File: config.mk
export PLATFORM = sky130hd
export DESIGN_NAME = dcm_lock_watchdog_flat
export DESIGN_NICKNAME = d
export VERILOG_FILES = /design/src/rtl/dcm_lock_watchdog_if.sv /design/src/rtl/dcm_lock_watchdog.sv /design/src/flat_wrapper.sv
export SDC_FILE = /design/constraint.sdc
export NUM_CORES = 1
export LEC_CHECK = 0
export ABC_AREA = 1
export CORE_MARGIN = 2
export CORE_UTILIZATION = 30
export DETAILED_ROUTE_END_ITERATION = 16
export GPL_ROUTABILITY_DRIVEN = 0
export HOLD_SLACK_MARGIN = 0.15
export PLACE_DENSITY = 0.5
export SLEW_MARGIN = 20
export SYNTH_ARGS = -nofsm -noshare
export SYNTH_HDL_FRONTEND = slang
export SYNTH_SLANG_ARGS = --single-unit
File: constraint.sdc
create_clock -name CLK -period 5 [get_ports CLK]
set_input_delay 0.75 -clock CLK [delete_from_list [all_inputs] [get_ports CLK]]
set_output_delay 0.75 -clock CLK [all_outputs]
set_load 0.02 [all_outputs]
File: src/rtl/dcm_lock_watchdog_if.sv
// dcm_lock_watchdog_if: DCM supervision signals between the watchdog and its surroundings
interface dcm_lock_watchdog_if #(
  parameter int MAX_RETRY = 3
);
  logic LOCKED;
  logic HEARTBEAT;
  logic CLEAR_FAULT;
  logic DCM_RST;
  logic CLK_OK;
  logic FAULT;
  logic [$clog2(MAX_RETRY+1)-1:0] RETRY_CNT;
  modport master (
    output LOCKED, HEARTBEAT, CLEAR_FAULT,
    input  DCM_RST, CLK_OK, FAULT, RETRY_CNT
  );
  modport slave (
    input  LOCKED, HEARTBEAT, CLEAR_FAULT,
    output DCM_RST, CLK_OK, FAULT, RETRY_CNT
  );
endinterface

File: src/rtl/dcm_lock_watchdog.sv
// dcm_lock_watchdog: pulses the DCM reset, waits for lock, watches the WB heartbeat and retries up to MAX_RETRY before latching FAULT
module dcm_lock_watchdog #(
  parameter int SYNC_STAGES  = 2,
  parameter int RST_PULSE    = 128,
  parameter int LOCK_TIMEOUT = 4096,
  parameter int HB_TIMEOUT   = 256,
  parameter int MAX_RETRY    = 3
) (
  input logic CLK,
  input logic RESET,
  dcm_lock_watchdog_if.slave bus
);
  localparam int TW = $clog2((LOCK_TIMEOUT > RST_PULSE ? LOCK_TIMEOUT : RST_PULSE) + 1);
  localparam int HW = $clog2(HB_TIMEOUT + 1);
  localparam int RW = $clog2(MAX_RETRY + 1);
  typedef enum logic [1:0] {S_RST, S_WAIT, S_RUN, S_FAULT} state_t;
  state_t state;
  logic [SYNC_STAGES-1:0] lock_sr;
  logic [SYNC_STAGES-1:0] hb_sr;
  logic hb_prev;
  logic lock_s;
  logic hb_edge;
  logic fail;
  logic last;
  logic [TW-1:0] timer;
  logic [HW-1:0] hb_timer;
  logic [RW-1:0] retry_cnt;
  logic dcm_rst;
  logic clk_ok;
  logic fault;
  assign lock_s  = lock_sr[SYNC_STAGES-1];
  assign hb_edge = hb_sr[SYNC_STAGES-1] ^ hb_prev;
  assign last    = retry_cnt == RW'(MAX_RETRY);
  assign bus.DCM_RST   = dcm_rst;
  assign bus.CLK_OK    = clk_ok;
  assign bus.FAULT     = fault;
  assign bus.RETRY_CNT = retry_cnt;
  // A retry is due on a lock timeout while waiting, or on lost lock / stalled heartbeat while running
  always_comb begin
    fail = (state == S_WAIT && !lock_s && timer == TW'(LOCK_TIMEOUT-1)) ||
           (state == S_RUN && (!lock_s || hb_timer == HW'(HB_TIMEOUT-1)));
  end
  // Bring LOCKED and HEARTBEAT into the CLK domain; hb_prev delays the heartbeat once for edge detection
  always_ff @(posedge CLK or posedge RESET)
    if (RESET) begin
      lock_sr <= '0;
      hb_sr   <= '0;
      hb_prev <= 1'b0;
    end else begin
      lock_sr <= {lock_sr[SYNC_STAGES-2:0], bus.LOCKED};
      hb_sr   <= {hb_sr[SYNC_STAGES-2:0], bus.HEARTBEAT};
      hb_prev <= hb_sr[SYNC_STAGES-1];
    end
  // Supervisor FSM; outputs are registered together with the state they belong to
  always_ff @(posedge CLK or posedge RESET)
    if (RESET) begin
      state     <= S_RST;
      timer     <= '0;
      hb_timer  <= '0;
      retry_cnt <= '0;
      dcm_rst   <= 1'b1;
      clk_ok    <= 1'b0;
      fault     <= 1'b0;
    end else if (fail) begin
      state     <= last ? S_FAULT : S_RST;
      retry_cnt <= last ? retry_cnt : retry_cnt + RW'(1);
      timer     <= '0;
      dcm_rst   <= 1'b1;
      clk_ok    <= 1'b0;
      fault     <= last;
    end else begin
      case (state)
        S_RST:
          if (timer == TW'(RST_PULSE-1)) begin
            state   <= S_WAIT;
            timer   <= '0;
            dcm_rst <= 1'b0;
          end else timer <= timer + TW'(1);
        S_WAIT:
          if (lock_s) begin
            state    <= S_RUN;
            timer    <= '0;
            hb_timer <= '0;
            clk_ok   <= 1'b1;
          end else timer <= timer + TW'(1);
        S_RUN: begin
          hb_timer <= hb_edge ? '0 : hb_timer + HW'(1);
          if (timer != TW'(LOCK_TIMEOUT-1)) timer <= timer + TW'(1);
          if (timer == TW'(LOCK_TIMEOUT-2)) retry_cnt <= '0;
        end
        default:
          if (bus.CLEAR_FAULT) begin
            state     <= S_RST;
            timer     <= '0;
            retry_cnt <= '0;
            fault     <= 1'b0;
          end
      endcase
    end
endmodule

File: src/flat_wrapper.sv
// flat-port wrapper written by rule: the top's interface ports become plain ports
module dcm_lock_watchdog_flat 
#(
  parameter int SYNC_STAGES  = 2,
  parameter int RST_PULSE    = 128,
  parameter int LOCK_TIMEOUT = 4096,
  parameter int HB_TIMEOUT   = 256,
  parameter int MAX_RETRY    = 3
)
  (CLK, RESET, bus_LOCKED, bus_HEARTBEAT, bus_CLEAR_FAULT, bus_DCM_RST, bus_CLK_OK, bus_FAULT, bus_RETRY_CNT);
  dcm_lock_watchdog_if #(.MAX_RETRY(MAX_RETRY)) bus_i ();
  input logic CLK;
  input logic RESET;
  input wire logic [$bits(bus_i.LOCKED)-1:0] bus_LOCKED;
  input wire logic [$bits(bus_i.HEARTBEAT)-1:0] bus_HEARTBEAT;
  input wire logic [$bits(bus_i.CLEAR_FAULT)-1:0] bus_CLEAR_FAULT;
  output wire logic [$bits(bus_i.DCM_RST)-1:0] bus_DCM_RST;
  output wire logic [$bits(bus_i.CLK_OK)-1:0] bus_CLK_OK;
  output wire logic [$bits(bus_i.FAULT)-1:0] bus_FAULT;
  output wire logic [$bits(bus_i.RETRY_CNT)-1:0] bus_RETRY_CNT;
  assign bus_i.LOCKED = bus_LOCKED;
  assign bus_i.HEARTBEAT = bus_HEARTBEAT;
  assign bus_i.CLEAR_FAULT = bus_CLEAR_FAULT;
  assign bus_DCM_RST = bus_i.DCM_RST;
  assign bus_CLK_OK = bus_i.CLK_OK;
  assign bus_FAULT = bus_i.FAULT;
  assign bus_RETRY_CNT = bus_i.RETRY_CNT;
  dcm_lock_watchdog #(.SYNC_STAGES(SYNC_STAGES), .RST_PULSE(RST_PULSE), .LOCK_TIMEOUT(LOCK_TIMEOUT), .HB_TIMEOUT(HB_TIMEOUT), .MAX_RETRY(MAX_RETRY)) u_core (.CLK(CLK), .RESET(RESET), .bus(bus_i));
endmodule
==> impl_metrics.json <==
{
  "clock_path_buffers": 2,
  "yosys_register_bits": 34,
  "max_freq_ghz": 0.439,
  "tightest_slew_ns": 0.461,
  "core_area_um2": 6830,
  "period_share": 0.456,
  "cap_violations": 0,
  "grt_pass1_vias": 1698,
  "status": "finished clean",
  "drc": 0,
  "setup.worst_path.class": "flip-flop to flip-flop",
  "slew_viol_final": 0,
  "hold_class": "flip-flop to flip-flop",
  "r2r_cells": 14,
  "numCtsBuffers": 5,
  "grt_max_degree": 35,
  "ys_types": 30,
  "max_slew_margin": 0.690,
  "dr.pass1.iters": 4,
  "wl_per_cell_um": 11.4,
  "fin_skew_ns": 0.00584,
  "track_usage": 0.127,
  "fin_nets": 315,
  "place_hpwl_um": 3480,
  "yosysSeqAreaShare": 0.402,
  "end_kind": "flip-flop",
  "regToRegSetupSlack_ns": 2.72,
  "setup_viol": 0,
  "path_clk_slew_ns": 0.07,
  "htree_levels": 2,
  "die_area_um2": 7760,
  "critPathLaunchType": "flip-flop",
  "grt_pass1_wl_um": 7690,
  "powerDensity_nw_per_um2": 401,
  "cp.arrival_ns": 2.51,
  "cts_tree": "yes",
  "clock_sinks": 34,
  "die_x_um": 88.1,
  "syn_avg_cell_area_um2": 7.45,
  "hold_path_end": "u_core.lock_sr[1]$_DFF_PP0_",
  "leakagePower_nw": 1.14,
  "postRouteAntennaNets": 0,
  "io_buffers": 9,
  "final_cell_count_no_fill": 397,
  "rows": 30,
  "clkLatencyLatePin_ns": 0.29,
  "rsz0062_at_grt": "no",
  "final.fill_count": 749,
  "avgViaCountPerCell": 4.43,
  "ioPinCount": 10,
  "postCtsResizedCells": 0,
  "syn-cell-area_um2": 2120,
  "reg2reg_from": "u_core.hb_timer[0]$_DFFE_PP0P_",
  "setup-tns-final_ns": 0,
  "layout-drive-gt1-share": 0.0963,
  "irDropWorstVdd_mv": 0.167,
  "diodes": 0,
  "cts_setup_buffers": 0,
  "reg2reg_to": "u_core.bus.RETRY_CNT[0]$_DFFE_PP0P_",
  "holdBufCountCts": 0,
  "path_max_fanout": 5,
  "area_growth_pct": 13.5,
  "drtIter0Drc": 93,
  "vias": 1759,
  "start_util": 0.311,
  "antenna_found_initial": 0,
  "hold_ws_ns": 0.351,
  "syn-num-nets": 300,
  "critPathLaunch": "u_core.hb_timer[0]$_DFFE_PP0P_",
  "placed_cells": 389,
  "ctsRootBufferMaster": "clkbuf_8",
  "min_path_cells": 0,
  "drt-total-wl_um": 4520,
  "final_hold_viol_count": 0,
  "fin_crit_ns": 2.28,
  "crit_required_ns": 5.23,
  "overflow": 0,
  "synth_warnings": 0,
  "die_h_um": 88.1,
  "min-delay-start": "u_core.lock_sr[0]$_DFF_PP0_",
  "syn_inst": 285
}
==> power breakdown <==
group / internal (mW) / switching, mW
clock: 0.111 / 0.102
combinational: 0.134 / 0.265
sequential: 0.314 / 0.0397
==> cells in the mapped netlist <==
| cell | number | share of area |
|---|---|---|
| nand3b_1 | 3 | 0.011 |
| o21ai_1 | 8 | 0.019 |
| dfstp_2 | 1 | 0.012 |
| nand3_1 | 28 | 0.066 |
| o21ai_4 | 1 | 0.0077 |
| and3_1 | 1 | 0.0029 |
| inv_1 | 38 | 0.067 |
| xor2_1 | 3 | 0.012 |
| nor2_1 | 26 | 0.046 |
| a21oi_4 | 1 | 0.0077 |
| nor2_4 | 2 | 0.011 |
| nand2_1 | 79 | 0.14 |
| xnor2_1 | 2 | 0.0083 |
| a21oi_1 | 10 | 0.024 |
| nor3_4 | 1 | 0.0077 |
| or2_1 | 1 | 0.0029 |
| o22ai_1 | 4 | 0.012 |
| a21oi_2 | 1 | 0.0041 |
| inv_4 | 1 | 0.0029 |
| nor2_2 | 4 | 0.012 |
| nand2_2 | 4 | 0.012 |
| dfrtp_1 | 33 | 0.39 |
| o211ai_1 | 1 | 0.0035 |
| ha_1 | 10 | 0.059 |
| inv_2 | 3 | 0.0053 |
| nand4_1 | 3 | 0.0088 |
| o21ai_2 | 2 | 0.0083 |
| o21ai_0 | 5 | 0.012 |
| nor3_1 | 7 | 0.017 |
| buf_6 | 2 | 0.011 |
==> state kept, by name, indices dropped and copies added (netlist names), 2 cells and up <==
register              flops
u_core.hb_sr              2
u_core.timer             13
u_core.hb_timer           9
u_core.lock_sr            2
u_core.bus.RETRY_CNT      2
u_core.state              2
==> logic make-up (layout without fill, tap and decap cells) <==
| logic type | count (synthesis) | in the layout | synth area share |
|---|---|---|---|
| compound gates | 33 | 33 | 0.0973 |
| xor+xnor | 5 | 5 | 0.0206 |
| fa+ha+maj | 10 | 10 | 0.0590 |
| buf+inv | 44 | 60 | 0.0861 |
| flops | 34 | 34 | 0.402 |
| simple gates | 159 | 159 | 0.335 |
==> worst max path at each step <==
stage / to / slack (ns) / cells after the start
floorplan: u_core.timer[0]$_DFFE_PP0P_ / 3.01 / 14
global placement: u_core.bus.RETRY_CNT[1]$_DFFE_PP0P_ / 2.77 / 14
detailed placement: u_core.bus.RETRY_CNT[0]$_DFFE_PP0P_ / 2.73 / 14
CTS: u_core.bus.RETRY_CNT[0]$_DFFE_PP0P_ / 2.71 / 14
global route: u_core.bus.RETRY_CNT[0]$_DFFE_PP0P_ / 2.46 / 14
finish: u_core.bus.RETRY_CNT[0]$_DFFE_PP0P_ / 2.72 / 14
==> per-layer routing <==
| layer | up-vias | share of wire | track usage |
|---|---|---|---|
| met1 | 803 | 0.51 | 0.164 |
| met3 | 4 | 0.022 | 0.0283 |
| met4 | 0 | 0.010 | 0.0372 |
| met2 | 12 | 0.46 | 0.214 |
| li1 | 940 | - | - |
| met5 | - | 0 | 0 |
==> cells in the final DEF (no fill, tap or decap), drive strengths merged, types with 3 or more instances in the layout <==
cell           synthesis  final
o21ai                 16     16
xor2                   3      3
inv                   42     42
clkdlybuf4s50          0      9
a21oi                 12     12
clkbuf                 0      7
nand4                  3      3
dfrtp                 33     33
nor3                   8      8
nor2                  32     32
nand2                 83     83
ha                    10     10
o22ai                  4      4
nand3b                 3      3
nand3                 28     28
==> area by class of cell <==
type | instances | area, um2 | area share
sequential | 34 | 852 | 0.354
inverter | 42 | 160 | 0.0665
tap | 96 | 120 | 0.0499
clock inverter | 1 | 5.00 | 0.00208
clock buffer | 7 | 86.3 | 0.0358
multi-input combinational | 207 | 1090 | 0.451
timing repair buffer | 10 | 97.6 | 0.0405
==> stage by stage <==
stage / power (mW) / utilization / worst slack [ns] / instance area [um2]
6_report: 0.967 / 0.353 / 2.72 / 2410
4_1_cts: 0.982 / 0.353 / 2.71 / 2410
3_3_place_gp: 0.761 / 0.339 / 2.77 / 2320
5_1_grt: 1.05 / 0.353 / 2.46 / 2410
3_5_place_dp: 0.764 / 0.339 / 2.73 / 2320
2_1_floorplan: 0.667 / - / 3.01 / 2120
==> critical path: stages (launching register included) <==
cell	delay, ns
dfrtp_1	0.38
ha_1	0.18
nand2_1	0.09
nor2_1	0.13
nand2_1	0.09
nor3_1	0.17
ha_1	0.18
inv_1	0.06
a21oi_2	0.27
inv_1	0.16
nand2_2	0.16
nand2_1	0.12
nand3b_1	0.13
nand2_1	0.06
nand2_1	0.05
Note: power is estimated with default switching activity, not from simulation.
